File: src/rtl/alu_pkg.sv
`default_nettype none
// ============================================================================
// Module : alu_pkg
// Brief  : Op codes, FSM states and small helpers for the alu_seq ALU.
// Rev    : 1.0  initial release
// ============================================================================
package alu_pkg;

  typedef enum logic [3:0] {
    OP_OR   = 4'd0,
    OP_AND  = 4'd1,
    OP_XOR  = 4'd2,
    OP_ADD  = 4'd3,
    OP_SUB  = 4'd4,
    OP_SUBN = 4'd5,
    OP_SHR  = 4'd6,
    OP_SHL  = 4'd7,
    OP_EQL  = 4'd8,
    OP_GRE  = 4'd9,
    OP_INC  = 4'd10,
    OP_BCD  = 4'd11
  } alu_op_t;

  typedef enum logic [1:0] {
    ST_IDLE = 2'd0,
    ST_BUSY = 2'd1,
    ST_DONE = 2'd2
  } alu_state_t;

  function automatic logic op_is_shift(input alu_op_t op);
    return (op == OP_SHL) || (op == OP_SHR);
  endfunction

endpackage
`default_nettype wire

File: src/rtl/alu_seq_if.sv
`default_nettype none
// ============================================================================
// Module : alu_seq_if
// Brief  : Request/response handshake bundle between decode and alu_seq.
// Rev    : 1.0  initial release
// ============================================================================
interface alu_seq_if
  import alu_pkg::*;
#(
  parameter int W          = 8,
  parameter int BCD_DIGITS = 3
) ();

  logic                      in_valid;
  logic                      in_ready;
  alu_op_t                   op;
  logic [W-1:0]              x;
  logic [W-1:0]              y;
  logic                      out_valid;
  logic                      out_ready;
  logic [W-1:0]              res;
  logic                      flag;
  logic [4*BCD_DIGITS-1:0]   bcd;
  logic                      err;

  modport master (
    output in_valid, op, x, y, out_ready,
    input  in_ready, out_valid, res, flag, bcd, err
  );

  modport slave (
    input  in_valid, op, x, y, out_ready,
    output in_ready, out_valid, res, flag, bcd, err
  );

endinterface
`default_nettype wire

File: src/rtl/alu_bcd_iter.sv
`default_nettype none
// ============================================================================
// Module : alu_bcd_iter
// Brief  : Iterative double-dabble binary-to-BCD, one bit per cycle (W cycles).
//          Instantiated by alu_seq only when ALU_BCD_EN is defined.
// Rev    : 1.0  initial release
// ============================================================================
module alu_bcd_iter #(
  parameter int W          = 8,
  parameter int BCD_DIGITS = 3
) (
  input  wire logic                    clk,
  input  wire logic                    rst_n,
  input  wire logic                    i_start,
  input  wire logic [W-1:0]            i_bin,
  output logic                         o_busy,
  output logic                         o_done,
  output logic [4*BCD_DIGITS-1:0]      o_bcd
);

  localparam int              c_CW   = $clog2(W + 1);
  localparam logic [c_CW-1:0] c_NBIT = W[c_CW-1:0];
  localparam logic [c_CW-1:0] c_ONE  = c_CW'(1);

  logic [W-1:0]             r_bin;
  logic [4*BCD_DIGITS-1:0]  r_bcd;
  logic [c_CW-1:0]          r_cnt;
  logic                     r_busy;
  logic [4*BCD_DIGITS-1:0]  w_adj;

  always_comb begin
    w_adj = r_bcd;
    for (int d = 0; d < BCD_DIGITS; d++) begin
      if (r_bcd[4*d +: 4] >= 4'd5)
        w_adj[4*d +: 4] = r_bcd[4*d +: 4] + 4'd3;
    end
  end

  always_ff @(posedge clk or negedge rst_n) begin
    if (!rst_n) begin
      r_bin  <= '0;
      r_bcd  <= '0;
      r_cnt  <= '0;
      r_busy <= 1'b0;
    end else if (i_start) begin
      r_bin  <= i_bin;
      r_bcd  <= '0;
      r_cnt  <= c_NBIT;
      r_busy <= 1'b1;
    end else if (r_busy) begin
      // Adjust digits >=5, then shift the whole {bcd,bin} chain left by one.
      {r_bcd, r_bin} <= {w_adj[4*BCD_DIGITS-2:0], r_bin, 1'b0};
      r_cnt          <= r_cnt - c_ONE;
      if (r_cnt == c_ONE)
        r_busy <= 1'b0;
    end
  end

  assign o_busy = r_busy;
  assign o_done = r_busy && (r_cnt == c_ONE);
  assign o_bcd  = r_bcd;

endmodule
`default_nettype wire

File: src/rtl/alu_seq.sv
`default_nettype none
// ============================================================================
// Module : alu_seq
// Brief  : Handshaked CHIP-8 ALU: single-cycle logic/arith, iterative shifts,
//          VF-style flag. Define ALU_BCD_EN to enable the iterative BCD op.
// Rev    : 1.0  initial release
// ============================================================================
module alu_seq
  import alu_pkg::*;
#(
  parameter int W          = 8,
  parameter int BCD_DIGITS = 3
) (
  input  wire logic clk,
  input  wire logic rst_n,
  alu_seq_if.slave  bus
);

  localparam int              c_CW   = $clog2(W + 1);
  localparam logic [W-1:0]    c_W_OP = W[W-1:0];
  localparam logic [c_CW-1:0] c_W_K  = W[c_CW-1:0];
  localparam logic [c_CW-1:0] c_ONE  = c_CW'(1);

  alu_state_t       r_state, w_state_nxt;
  alu_op_t          r_op;
  logic [W-1:0]     r_res;
  logic             r_flag;
  logic             r_err;
  logic [c_CW-1:0]  r_cnt;

  logic             w_accept;
  logic [c_CW-1:0]  w_k;
  logic [W:0]       w_sum;
  logic [W:0]       w_inc;
  logic [W-1:0]     w_res;
  logic             w_flag;
  logic             w_err;
  logic             w_long;
  logic             w_bcd_last;
  logic             w_busy_last;

  assign w_accept = bus.in_valid && (r_state == ST_IDLE);
  assign w_k      = (bus.y >= c_W_OP) ? c_W_K : bus.y[c_CW-1:0];
  assign w_sum    = {1'b0, bus.x} + {1'b0, bus.y};
  assign w_inc    = {1'b0, bus.x} + {{W{1'b0}}, 1'b1};

  // Result of a single-cycle op, or the initial shift/BCD load value.
  always_comb begin
    w_res  = '0;
    w_flag = 1'b0;
    w_err  = 1'b0;
    w_long = op_is_shift(bus.op) && (w_k != '0);
    case (bus.op)
      OP_OR:   w_res = bus.x | bus.y;
      OP_AND:  w_res = bus.x & bus.y;
      OP_XOR:  w_res = bus.x ^ bus.y;
      OP_ADD:  {w_flag, w_res} = w_sum;
      OP_SUB:  begin w_res = bus.x - bus.y; w_flag = (bus.x >= bus.y); end
      OP_SUBN: begin w_res = bus.y - bus.x; w_flag = (bus.y >= bus.x); end
      OP_INC:  {w_flag, w_res} = w_inc;
      OP_EQL:  w_res = {{(W-1){1'b0}}, (bus.x == bus.y)};
      OP_GRE:  w_res = {{(W-1){1'b0}}, (bus.x > bus.y)};
      OP_SHL, OP_SHR: w_res = bus.x;
`ifdef ALU_BCD_EN
      OP_BCD:  begin w_res = bus.x; w_long = 1'b1; end
`endif
      default: w_err = 1'b1;
    endcase
  end

`ifdef ALU_BCD_EN
  logic                      w_bcd_start;
  logic                      w_bcd_busy;
  logic                      w_bcd_done;
  logic [4*BCD_DIGITS-1:0]   w_bcd;

  assign w_bcd_start = w_accept && (bus.op == OP_BCD);

  alu_bcd_iter #(
    .W          (W),
    .BCD_DIGITS (BCD_DIGITS)
  ) u_bcd (
    .clk     (clk),
    .rst_n   (rst_n),
    .i_start (w_bcd_start),
    .i_bin   (bus.x),
    .o_busy  (w_bcd_busy),
    .o_done  (w_bcd_done),
    .o_bcd   (w_bcd)
  );

  assign w_bcd_last = w_bcd_busy && w_bcd_done;
  assign bus.bcd    = ((r_state == ST_DONE) && (r_op == OP_BCD)) ? w_bcd : '0;
`else
  assign w_bcd_last = 1'b0;
  assign bus.bcd    = '0;
`endif

  assign w_busy_last = op_is_shift(r_op) ? (r_cnt == c_ONE) : w_bcd_last;

  always_ff @(posedge clk or negedge rst_n) begin
    if (!rst_n) begin
      r_state <= ST_IDLE;
      r_op    <= OP_OR;
      r_res   <= '0;
      r_flag  <= 1'b0;
      r_err   <= 1'b0;
      r_cnt   <= '0;
    end else begin
      r_state <= w_state_nxt;
      if (w_accept) begin
        r_op   <= bus.op;
        r_res  <= w_res;
        r_flag <= w_flag;
        r_err  <= w_err;
        r_cnt  <= w_k;
      end else if ((r_state == ST_BUSY) && op_is_shift(r_op)) begin
        // The flag register catches each bit as it leaves the operand.
        r_cnt <= r_cnt - c_ONE;
        if (r_op == OP_SHL)
          {r_flag, r_res} <= {r_res, 1'b0};
        else
          {r_res, r_flag} <= {1'b0, r_res};
      end
    end
  end

  always_comb begin
    w_state_nxt   = r_state;
    bus.in_ready  = 1'b0;
    bus.out_valid = 1'b0;
    case (r_state)
      ST_IDLE: begin
        bus.in_ready = 1'b1;
        if (bus.in_valid)
          w_state_nxt = w_long ? ST_BUSY : ST_DONE;
      end
      ST_BUSY: begin
        if (w_busy_last)
          w_state_nxt = ST_DONE;
      end
      ST_DONE: begin
        bus.out_valid = 1'b1;
        if (bus.out_ready)
          w_state_nxt = ST_IDLE;
      end
      default: w_state_nxt = ST_IDLE;
    endcase
  end

  assign bus.res  = r_res;
  assign bus.flag = r_flag;
  assign bus.err  = r_err;

endmodule
`default_nettype wire

File: src/flat_wrapper.sv
// flat-port wrapper written by rule: the top's interface ports become plain ports
module alu_seq_flat import alu_pkg::*;
#(
  parameter int W          = 8,
  parameter int BCD_DIGITS = 3
)
  (clk, rst_n, bus_in_valid, bus_op, bus_x, bus_y, bus_out_ready, bus_in_ready, bus_out_valid, bus_res, bus_flag, bus_bcd, bus_err);
  alu_seq_if #(.W(W), .BCD_DIGITS(BCD_DIGITS)) bus_i ();
  input  wire logic clk;
  input  wire logic rst_n;
  input wire logic [$bits(bus_i.in_valid)-1:0] bus_in_valid;
  input wire logic [$bits(bus_i.op)-1:0] bus_op;
  input wire logic [$bits(bus_i.x)-1:0] bus_x;
  input wire logic [$bits(bus_i.y)-1:0] bus_y;
  input wire logic [$bits(bus_i.out_ready)-1:0] bus_out_ready;
  output wire logic [$bits(bus_i.in_ready)-1:0] bus_in_ready;
  output wire logic [$bits(bus_i.out_valid)-1:0] bus_out_valid;
  output wire logic [$bits(bus_i.res)-1:0] bus_res;
  output wire logic [$bits(bus_i.flag)-1:0] bus_flag;
  output wire logic [$bits(bus_i.bcd)-1:0] bus_bcd;
  output wire logic [$bits(bus_i.err)-1:0] bus_err;
  assign bus_i.in_valid = bus_in_valid;
  assign bus_i.op = bus_op;
  assign bus_i.x = bus_x;
  assign bus_i.y = bus_y;
  assign bus_i.out_ready = bus_out_ready;
  assign bus_in_ready = bus_i.in_ready;
  assign bus_out_valid = bus_i.out_valid;
  assign bus_res = bus_i.res;
  assign bus_flag = bus_i.flag;
  assign bus_bcd = bus_i.bcd;
  assign bus_err = bus_i.err;
  alu_seq #(.W(W), .BCD_DIGITS(BCD_DIGITS)) u_core (.clk(clk), .rst_n(rst_n), .bus(bus_i));
endmodule
File: config.mk
export PLATFORM = sky130hd
export DESIGN_NAME = alu_seq_flat
export DESIGN_NICKNAME = d
export VERILOG_FILES = /design/src/rtl/alu_pkg.sv /design/src/rtl/alu_seq_if.sv /design/src/rtl/alu_bcd_iter.sv /design/src/rtl/alu_seq.sv /design/src/flat_wrapper.sv
export SDC_FILE = /design/constraint.sdc
export NUM_CORES = 1
export LEC_CHECK = 0
export ABC_AREA = 1
export CAP_MARGIN = 10
export CORE_MARGIN = 2
export CORE_UTILIZATION = 30
export CTS_BUF_LIST = sky130_fd_sc_hd__clkbuf_8
export CTS_CLUSTER_SIZE = 20
export DETAILED_ROUTE_END_ITERATION = 10
export GPL_ROUTABILITY_DRIVEN = 0
export SLEW_MARGIN = 30
export SYNTH_ARGS = -nofsm -noshare
export SYNTH_HDL_FRONTEND = slang
export SYNTH_SLANG_ARGS = --single-unit
File: constraint.sdc
create_clock -name clk -period 1.35 [get_ports clk]
set_input_delay 0.2025 -clock clk [delete_from_list [all_inputs] [get_ports clk]]
set_output_delay 0.2025 -clock clk [all_outputs]
set_load 0.05 [all_outputs]
==> results.txt, run 1 <==
----------------------------------------------------
[Global routing]
  Antenna violations before repair ... 0
  Maximum number of pins on one net before global-route repair ... 21
  Total GRT Usage ... 20.2%
  Number of global-route vias before repair ... ~3900
  Grt total ovfl ... 0
  Global-route wire length before repair ... 18100 um

[Floorplan]
  Height of the die ... ~100 um
  Num ports ... 48
  Effective utilization at floorplan ... 30.9%
  Standard-cell rows ... 36
  Horiz. Die Dim ... ~100 um
  Standard cell core area ... 9730 um^2
  Die Outline Area ... 10800 um^2

[Detailed routing]
  DR WL/cell ... ~15 um
  Routed vias ... 3877
  Antenna-violating nets left ... 0
  Initial detailed-routing violation count ... 271
  Via-per-instance ratio ... 5.05
  Wire length after detailed routing ... 11400 um
  DRC viols ... 0
  Number of iterations in the first detailed-routing pass ... 5

[Setup path]
  Crit path max fanout ... 5
  Data arrival at the endpoint of the critical path ... 1.72 ns
  Critical register-to-register path endpoint ... u_core.bus.res[6]
  Type of the worst setup path ... in -> reg
  Worst setup EP type ... register
  Required time reported for the critical path endpoint ... 1.51 ns
  FF-to-FF path depth ... 9
  Type of element launching the critical path ... primary input
  Source of the worst register-to-register timing path ... u_core.r_op[2]
  R2R Setup Slk ... -0.11 ns

[Cells and area]
  Fraction of final layout cells with drive strength greater than 1 ... between 50% and 60%
  Design Area, Final ... 5440 um^2
  N_diodes ... 0
  Most common cell after layout, fill and taps aside ... buf_4
  Most used cells in the layout excluding fill and tap cells ... 118 x buf_4, 83 x nand2_1, 32 x nand2_2
  Final cell utilization of the core ... 55.9%
  Number of nets in the layout ... 698
  Layout-stage area growth over the synthesis result ... 81.2%

[Hold path]
  Worst hold-check path type ... in -> reg
  Worst hold path depth ... 3
  Worst hold start ... bus_y[0]
  Hold Path Sink ... u_core.r_cnt[0]

[Outcome]
  Result of the run ... finished with violations
  Violated checks ... negative setup slack

[Pwr]
  IR drop worst, VDD ... 0.979 mV
  Static leakage power ... 2.58 nW
  Int Pwr ... 3.36 mW
  Fraction of power consumed by combinational cells ... about 73%
  Net switching power of the design ... around 3.1 mW
  Switch share ... 47.6%
  Sequential share of power ... 19.7%
  Clock network fraction of design power ... 7.2%
  Power per unit of standard cell area ... between 1000 and 1500 nW/um^2

[STA]
  Final setup fails ... 12
  Unrepaired setup endpoints after global routing ... yes
  Final Skew ... 0.00313 ns
  Post-route worst setup slack ... -0.205 ns
  Post-layout min period ... 1.56 ns
  Number of max-slew violations in the final report ... 0
  Top achievable clock speed ... 0.643 GHz
  Count of final hold-check violations ... 0
  Post-route clock period utilization ... 115%

[Yosys]
  Share of synthesized registers carrying an async set or reset ... 100%
  Post-synthesis cell type with the largest combined area ... dfrtp_1
  Most used flip-flop cell after synthesis ... dfrtp_1
  Average size of a mapped cell ... 6.36 um^2
  Proportion of synthesized chip area in sequential cells ... roughly 17%
  Synth Instances ... between 400 and 500
  Number of flops mapped to enable cells by yosys ... 0
  Mapped cell area ... 3000 um^2
  Register bit total from synthesis ... 20
  Portion of synthesized cell area occupied by the leading cell type ... 16.7%
  Top area cells in the synthesized netlist ... dfrtp_1 17%, nand2_1 15%, ha_1 15%
  Ys Warns ... 0
  Synth cell types ... 39

[Job]
  Max-capacitance violation count ... 0

[CTS]
  Largest buffer count on any clock path ... 2
  Worst-path clk slew ... 0.08 ns
  Clock insertion delay at the later pin of the skew report ... about 0.26 ns
  TritonCTS clock tree ... done
  Clock sink count ... 20
  Clock tree root driver cell ... clkbuf_8
  CTS Buf Count ... 3
  Max H-tree Level ... 1

[Placement]
  DP HPWL ... 8150 um
  Placed cell area ... 4410 um^2
  Port Buffers ... 35

----------------------------------------------------
worst max-delay path, stage by stage:
cell and delay, ns:
buf_12 0.12, clkinv_8 0.04, ha_4 0.12, inv_4 0.03
fa_2 0.34, nand2_2 0.09, nand2_2 0.07, nand2_1 0.08
o211ai_1 0.12, o21ai_1 0.18, nand3_1 0.13, a21oi_2 0.13
nor2_1 0.04
power groups by stage:
stage / clock network [mW] / registers [mW] / logic (mW)
after global routing: 0.499 / 1.30 / 5.04
after global placement: 0 / 1.22 / 3.87
after detailed placement: 0 / 1.22 / 3.92
final: 0.465 / 1.27 / 4.69
after CTS: 0.483 / 1.23 / 4.33
after floorplan: 0 / 1.62 / 1.72
metrics by stage:
step                hold slack (ns)  setup TNS (ns)  instances  setup WS (ns)  total power, mW
finish                        0.247           -1.29        768         -0.205             6.42
global placement              0.519          -10.92        736          -1.09             5.09
CTS                           0.274          -0.906        762         -0.150             6.04
detailed placement            0.527          -11.24        736          -1.09             5.15
global route                  0.263           -2.40        768         -0.281             6.84
floorplan                   -0.0931           -2.91        483         -0.229             3.34
per-layer routing:
| layer | GRT usage [%] | part of all wire [%] | vias up |
|---|---|---|---|
| met5 | 0 | 0 | - |
| met4 | 9.85 | 4.8 | 0 |
| met3 | 2.38 | 5.4 | 54 |
| met2 | 36.1 | 50 | 173 |
| met1 | 23.7 | 40 | 1794 |
| li1 | - | - | 1856 |
flip-flops by register name, indices dropped and copies added (netlist names):
signal and count:
u_core.bus.res 8, u_core.r_state 2, u_core.r_op 4, u_core.bus.flag 1, u_core.r_cnt 4, u_core.bus.err 1
how the worst max path moves through the flow:
stage / startpoint / end / slack [ns] / cells past startpoint
2_1_floorplan: u_core.r_state[0] / u_core.bus.res[5] / -0.23 / 9
3_3_place_gp: bus_y[2] / u_core.bus.res[7] / -1.09 / 14
3_5_place_dp: bus_y[2] / u_core.bus.res[7] / -1.09 / 14
4_1_cts: bus_x[0] / u_core.bus.flag / -0.15 / 13
5_1_grt: bus_y[0] / u_core.bus.flag / -0.28 / 13
6_report: bus_x[0] / u_core.bus.flag / -0.21 / 13
cell families after synthesis:
| logic type | synth area share (%) |
|---|---|
| and+or+nand+nor | 37.0 |
| adders and majority gates | 16.6 |
| xor gates and xnor gates | 0.583 |
| AOI/OAI and AO/OA | 16.2 |
| buffers and inverters | 12.9 |
| other | 0.125 |
| DFF | 16.7 |
synthesized netlist by cell type (2+ instances only):
library cell	number
fa_1	3
a31oi_1	3
nand4_1	11
nor2_2	6
a21oi_1	29
nand2_1	119
xor2_1	2
a211oi_1	3
inv_2	14
nand2_2	6
nor2_4	5
nor2_1	45
o21bai_1	2
nand3_1	39
ha_1	35
o21ai_0	19
dfrtp_1	20
nor3_1	4
inv_1	47
a22oi_1	2
a21o_1	2
o211ai_1	8
buf_2	5
or2_2	3
buf_4	17
a21oi_2	2
o21ai_1	5
o22ai_1	5
area by class of cell:
class	count	area, um^2
Clock buffer	4	55.1
Sequential cell	20	502
Tap cell	133	166
Timing Repair inverter	1	7.51
Timing Repair Buffer	169	1570
Fill cell	882	4290
Multi-Input combinational cell	379	2850
Inverter	62	293
timing repair:
item	in CTS	in global routing
pin swaps	61	82
resized for setup	211	92
hold buffers	0	0
endpoints found under the hold margin	0	0
endpoints found under the setup margin	15	16
cloned	1	0
buffers inserted	21	6
Note: power is estimated with default switching activity, not from simulation.
==> inputs of run 2 (changes only) <==
--- a/config.mk
+++ b/config.mk
@@ -6,10 +6,9 @@
 export NUM_CORES = 1
 export LEC_CHECK = 0
 export ABC_AREA = 1
-export CAP_MARGIN = 10
+export CORE_ASPECT_RATIO = 1.75
 export CORE_MARGIN = 2
 export CORE_UTILIZATION = 30
-export CTS_BUF_LIST = sky130_fd_sc_hd__clkbuf_8
 export CTS_CLUSTER_SIZE = 20
 export DETAILED_ROUTE_END_ITERATION = 10
 export GPL_ROUTABILITY_DRIVEN = 0
==> results.txt, run 2 (synthesized netlist as in run 1, its figures left out) <==
----------------------------------------------------
[Outcome]
  Result of the run ... finished with violations
  Violated checks ... negative setup slack

[STA]
  Unrepaired setup endpoints after global routing ... yes
  Post-route worst setup slack ... -0.130 ns (+0.0757 ns)
  Post-layout min period ... 1.48 ns (-0.0757 ns)
  Count of final hold-check violations ... 0 (unchanged)
  Final Skew ... 0.00127 ns (-0.00186 ns)
  Final sum of negative setup slack ... -1.09 ns (+0.203 ns)
  Number of max-slew violations in the final report ... 0 (unchanged)
  Final setup fails ... 14 (+2)
  Post-route clock period utilization ... 110% (-5.6 points)
  Top achievable clock speed ... 0.676 GHz (+5.1%)

[Global routing]
  Total GRT Usage ... 22.6% (+2.4 points)
  Antenna violations before repair ... 0 (unchanged)
  Grt total ovfl ... 0 (unchanged)
  Number of global-route vias before repair ... 3930 (+1.4%)
  Global-route wire length before repair ... 18900 um (+4.4%)
  Maximum number of pins on one net before global-route repair ... 21 (unchanged)

[Floorplan]
  Effective utilization at floorplan ... 30.7% (-0.19 points)
  Num ports ... 48 (unchanged)
  Horiz. Die Dim ... 79.6 um (-23%)
  Standard-cell rows ... 48 (+33%)
  Height of the die ... 136 um (+31%)
  Die Outline Area ... 10900 um^2 (+0.30%)
  Standard cell core area ... 9790 um^2 (+0.62%)

[CTS]
  Clock insertion delay at the later pin of the skew report ... 0.26 ns (about the same)
  Largest buffer count on any clock path ... 2 (unchanged)
  Clock tree root driver cell ... clkbuf_16
  Max H-tree Level ... 1 (unchanged)
  Worst-path clk slew ... 0.05 ns (-0.03 ns)
  CTS Buf Count ... 3 (unchanged)
  Clock sink count ... 20 (unchanged)
  TritonCTS clock tree ... done

[Pwr]
  Int Pwr ... 3.57 mW (+6.3%)
  Final Total Pwr ... 6.72 mW (+4.6%)
  Net switching power of the design ... 3.14 mW (+2.7%)
  IR drop worst, VDD ... 1.27 mV (+30%)
  Power per unit of standard cell area ... 1240 nW/um^2 (+5.4%)
  Static leakage power ... 2.57 nW (-0.25%)
  Fraction of power consumed by combinational cells ... 70.7% (-2.3 points)
  Clock network fraction of design power ... 10.2% (+3.0 points)
  Switch share ... 46.8% (-0.84 points)
  Sequential share of power ... 19.1% (-0.6 points)

[Setup path]
  Type of element launching the critical path ... register
  Required time reported for the critical path endpoint ... 1.52 ns (about the same)
  Crit path max fanout ... 3 (-2)
  Type of the worst setup path ... reg -> reg
  Data arrival at the endpoint of the critical path ... 1.64 ns (-0.08 ns)
  Worst setup EP type ... register

[Cells and area]
  Total of fill cells in the finished design ... 888 (+0.68%)
  Final cell utilization of the core ... 55.1% (-0.79 points)
  N_diodes ... 0 (unchanged)
  Register Area ... 502 um^2 (unchanged)
  Layout-stage area growth over the synthesis result ... 79.8%
  Number of flip-flops in the largest register ... 8 (unchanged)
  Area of the multi-input gates ... 2790 um^2 (-1.8%)
  Final instance count without filler cells ... 758 (-1.3%)
  Fraction of final layout cells with drive strength greater than 1 ... 54.3% (-1.6 points)
  Most common cell after layout, fill and taps aside ... buf_4
  Number of nets in the layout ... 696 (-0.29%)
  Most used cells in the layout excluding fill and tap cells ... 109 x buf_4, 92 x nand2_1, 30 x nor2_1

[Detailed routing]
  Number of iterations in the first detailed-routing pass ... 5 (unchanged)
  DRC viols ... 0 (unchanged)
  DR WL/cell ... 16.3 um (+9.6%)
  Routed vias ... 3886 (+0.23%)
  Via-per-instance ratio ... 5.13 (+1.6%)
  Wire length after detailed routing ... 12400 um (+8.2%)
  Initial detailed-routing violation count ... 159 (-41%)
  Antenna-violating nets left ... 0 (unchanged)

[Placement]
  Worst slack at placement ... -0.998 ns (+0.0953 ns)
  Placed instance count ... 728 (-1.1%)
  Port Buffers ... 35 (unchanged)
  DP HPWL ... 9200 um (+13%)

[Job]
  Max-capacitance violation count ... 0 (unchanged)

[Hold path]
  Worst hold-check path type ... in -> reg

----------------------------------------------------
-- run 2: cell count changes in the layout (fill, tap and decap cells not counted), moves of 4 or more --
cell	change
buf_2	+4
nand2_1	+9
nor2_1	+5
inv_6	+4
buf_4	-9
nand2_2	-8
inv_4	-5
-- run 2: metal layers --
layer / wire [um] / GRT usage [%] / share of wire, % / vias up
met3: 504 / 2.39 / 4.1 / 72
met2: 6880 / 42.3 / 56 / 170
met4: 1250 / 20.4 / 10 / 0
met1: 3740 / 20.5 / 30 / 1798
met5: 0 / 0 / 0 / -
li1: - / - / - / 1846
-- run 2: final timing paths --
kind                                startpoint                 to  slack [ns]  cells after the start
worst max-delay path            u_core.r_op[2]  u_core.r_state[0]       -0.13                      9
worst min-delay path                 bus_op[2]     u_core.r_op[2]        0.25                      3
worst max register to register  u_core.r_op[2]  u_core.r_state[0]       -0.13                      9
worst min register to register  u_core.r_op[2]     u_core.r_op[2]        0.53                      2
max in group asynchronous                rst_n  u_core.r_state[1]        0.83                      2
min in group asynchronous                rst_n    u_core.r_cnt[3]        0.29                      2
-- run 2: power groups by stage --
stage          sequential [mW]  combinational, mW  clock, mW
2_1_floorplan             1.62               1.72          0
3_3_place_gp              1.23               3.85          0
3_5_place_dp              1.24               3.91          0
4_1_cts                   1.27               4.35      0.703
5_1_grt                   1.32               5.06      0.715
6_report                  1.28               4.75      0.687
-- run 2: repair_timing --
action                     4_1_cts  5_1_grt
hold buffers                     0        0
pin swaps                       69       60
setup endpoints to repair       16       19
gates resized for setup        225       71
setup buffers                   19        8
gates cloned                     0        1
-- run 2: stage by stage --
step	hold slack, ns	cell area (um^2)
2_1_floorplan	-0.0931	3120
3_3_place_gp	0.470	4400
3_5_place_dp	0.478	4400
4_1_cts	0.299	5120
5_1_grt	0.272	5400
6_report	0.249	5400
-- run 2: area by class of cell --
type,count,share of cell area (%)
multi-input cells,379,51.8
repair buffers,167,29.0
flip-flops and latches,20,9.30
inverters,62,5.33
well taps,125,2.90
clock buffers,4,1.65
repair inverters,1,0.116
-- run 2: worst max-delay path: stages (launching register included) --
cell and delay (ns):
dfrtp_1 0.33, inv_2 0.04, nor2_2 0.14, nand2_4 0.11
buf_6 0.13, nor3_4 0.10, a211oi_2 0.11, a21oi_2 0.15
nand2_1 0.08, o21bai_1 0.19
==> inputs of run 3 (changes only) <==
--- a/config.mk
+++ b/config.mk
@@ -12,6 +12,8 @@
 export CTS_CLUSTER_SIZE = 20
 export DETAILED_ROUTE_END_ITERATION = 10
 export GPL_ROUTABILITY_DRIVEN = 0
+export PLACE_DENSITY = 0.62
+export RECOVER_POWER = 100
 export SLEW_MARGIN = 30
 export SYNTH_ARGS = -nofsm -noshare
 export SYNTH_HDL_FRONTEND = slang
==> results.txt, run 3 (synthesized netlist as in run 1, its figures left out) <==
----------------------------------------------------
[Hold path]
  Worst hold-check path type ... in -> reg
  Worst hold path depth ... 3 (unchanged)

[Pwr]
  Switch share ... 48.8% (+2.0 points)
  Power per unit of standard cell area ... 1240 nW/um^2 (-0.67%)
  IR drop worst, VDD ... 1.07 mV (-16%)
  Net switching power of the design ... 3.18 mW (+1.3%)
  Fraction of power consumed by combinational cells ... 68.2% (-2.5 points)
  Static leakage power ... 2.55 nW (-1.1%)
  Int Pwr ... 3.34 mW (-6.7%)
  Clock network fraction of design power ... 12.9% (+2.7 points)
  Sequential share of power ... 18.9% (-0.2 points)

[Setup path]
  Critical register-to-register path endpoint ... u_core.bus.res[4]
  Worst setup EP type ... register
  Type of the worst setup path ... reg -> reg
  R2R Setup Slk ... -0.16 ns (-0.03 ns)
  FF-to-FF path depth ... 9 (unchanged)
  CP startpoint ... u_core.r_op[2]
  Crit path max fanout ... 6 (+3)
  Type of element launching the critical path ... register
  Required time reported for the critical path endpoint ... 1.50 ns (-0.02 ns)
  Worst setup endpoint ... u_core.bus.res[4]
  Data arrival at the endpoint of the critical path ... 1.67 ns (+0.03 ns)
  Source of the worst register-to-register timing path ... u_core.r_op[2]

[Floorplan]
  Height of the die ... 136 um (unchanged)
  Standard cell core area ... 9790 um^2 (unchanged)
  Num ports ... 48 (unchanged)
  Effective utilization at floorplan ... 30.7% (unchanged)
  Die Outline Area ... 10900 um^2 (unchanged)
  Standard-cell rows ... 48 (unchanged)
  Horiz. Die Dim ... 79.6 um (unchanged)

[Cells and area]
  Number of nets in the layout ... 694 (-0.29%)
  Total of fill cells in the finished design ... 913 (+2.8%)
  Most used cells in the layout excluding fill and tap cells ... 108 x buf_4, 84 x nand2_1, 27 x nand3_1
  Register Area ... 502 um^2 (unchanged)
  Layout-stage area growth over the synthesis result ... 75.7%
  Fraction of final layout cells with drive strength greater than 1 ... 54.2% (-0.14 points)
  Design Area, Final ... 5280 um^2 (-2.3%)
  Area of the multi-input gates ... 2840 um^2 (+1.6%)
  Number of flip-flops in the largest register ... 8 (unchanged)
  N_diodes ... 0 (unchanged)
  Most common cell after layout, fill and taps aside ... buf_4

[Detailed routing]
  Via-per-instance ratio ... 5.11 (-0.30%)
  Number of iterations in the first detailed-routing pass ... 5 (unchanged)
  DRC viols ... 0 (unchanged)
  DR WL/cell ... 16.1 um (-1.4%)
  Antenna-violating nets left ... 0 (unchanged)
  Routed vias ... 3864 (-0.57%)
  Wire length after detailed routing ... 12200 um (-1.7%)
  Initial detailed-routing violation count ... 206 (+30%)

[Placement]
  DP HPWL ... 9030 um (-1.9%)
  Placed cell area ... 4410 um^2 (+0.11%)
  Port Buffers ... 35 (unchanged)

[STA]
  Worst slew slack as a fraction of its limit ... 64.0%
  Worst hold margin ... 0.305 ns (+0.0562 ns)
  Slew at the pin closest to its max-slew limit ... 0.540 ns
  Final Skew ... 0.00259 ns (+0.00132 ns)
  Count of final hold-check violations ... 0 (unchanged)
  Unrepaired setup endpoints after global routing ... yes
  Post-layout min period ... 1.51 ns (+0.0349 ns)
  Final setup fails ... 12 (-2)
  Post-route clock period utilization ... 112% (+2.6 points)
  Number of max-slew violations in the final report ... 0 (unchanged)
  Top achievable clock speed ... 0.660 GHz (-2.3%)
  Post-route worst setup slack ... -0.164 ns (-0.0349 ns)

[Global routing]
  Antenna violations before repair ... 0 (unchanged)
  Total GRT Usage ... 21.8% (-0.76 points)
  Number of global-route vias before repair ... 3932 (+0.051%)
  Grt total ovfl ... 0 (unchanged)
  Global-route wire length before repair ... 18400 um (-2.7%)
  Maximum number of pins on one net before global-route repair ... 21 (unchanged)

[CTS]
  Max H-tree Level ... 1 (unchanged)
  Worst-path clk slew ... 0.06 ns (about the same)
  Largest buffer count on any clock path ... 2 (unchanged)
  Clock insertion delay at the later pin of the skew report ... 0.26 ns (about the same)
  Hold-fix buffers, CTS ... 0 (unchanged)
  Clock sink count ... 20 (unchanged)
  CTS Buf Count ... 3 (unchanged)
  Clock tree root driver cell ... clkbuf_16
  TritonCTS clock tree ... done

[Outcome]
  Result of the run ... finished with violations
  Violated checks ... negative setup slack

[Job]
  Max-capacitance violation count ... 0 (unchanged)

----------------------------------------------------
==> run 3: layout make-up <==
class	count	share of cell area (%)
clock buffer	3	1.42
multi-input combinational	379	53.8
inverter	62	5.46
tap	125	2.96
sequential	20	9.51
timing repair buffer	165	26.1
clock inverter	1	0.569
timing repair inverter	1	0.142
==> run 3: worst min path at each step <==
| stage | endpoint | slack (ns) | start |
|---|---|---|---|
| 6_report | u_core.r_op[3] | 0.31 | bus_op[3] |
| 5_1_grt | u_core.r_op[3] | 0.33 | bus_op[3] |
| 4_1_cts | u_core.r_cnt[1] | 0.29 | rst_n |
| 3_5_place_dp | u_core.r_op[1] | 0.48 | u_core.r_op[1] |
| 3_3_place_gp | u_core.r_op[3] | 0.47 | u_core.r_op[3] |
| 2_1_floorplan | u_core.bus.err | -0.09 | rst_n |
==> run 3: power by group through the flow <==
stage               Sequential (mW)  Combinational [mW]  Clock, mW
finish                         1.23                4.45      0.841
global placement               1.21                3.86          0
CTS                            1.25                4.50      0.840
global route                   1.25                4.73      0.856
floorplan                      1.62                1.72          0
detailed placement             1.22                3.93          0
==> run 3: stage by stage <==
step | setup WS (ns) | util (%) | power [mW] | setup TNS, ns | cells
finish | -0.164 | 53.9 | 6.52 | -1.44 | 756
detailed placement | -1.04 | 45.0 | 5.16 | -11.46 | 727
global route | -0.250 | 53.9 | 6.84 | -2.48 | 756
floorplan | -0.229 | - | 3.34 | -2.91 | 483
CTS | -0.179 | 52.1 | 6.59 | -1.27 | 754
global placement | -0.981 | 45.0 | 5.07 | -10.86 | 727
==> run 3: worst max-delay path, cell delays in order, from the launching register on <==
cell	delay [ns]
dfrtp_1	0.38
inv_2	0.06
nor2_2	0.04
nand2_4	0.11
nor3_4	0.06
nor2_4	0.20
clkinvlp_4	0.24
buf_6	0.19
nor2_4	0.08
a21oi_2	0.04
==> run 3: timing repair <==
action | CTS | global route
pin swaps | 81 | 59
gates cloned | 1 | 0
setup endpoints to repair | 16 | 17
resized for setup | 212 | 83
buffers inserted | 22 | 4
==> run 3: routing by layer <==
metal / vias to the layer above / GRT usage (%) / part of all wire, %
li1: 1840 / - / -
met1: 1827 / 19.6 / 33
met2: 139 / 42.0 / 55
met3: 58 / 1.73 / 3.4
met4: 0 / 18.8 / 8.6
met5: - / 0 / 0
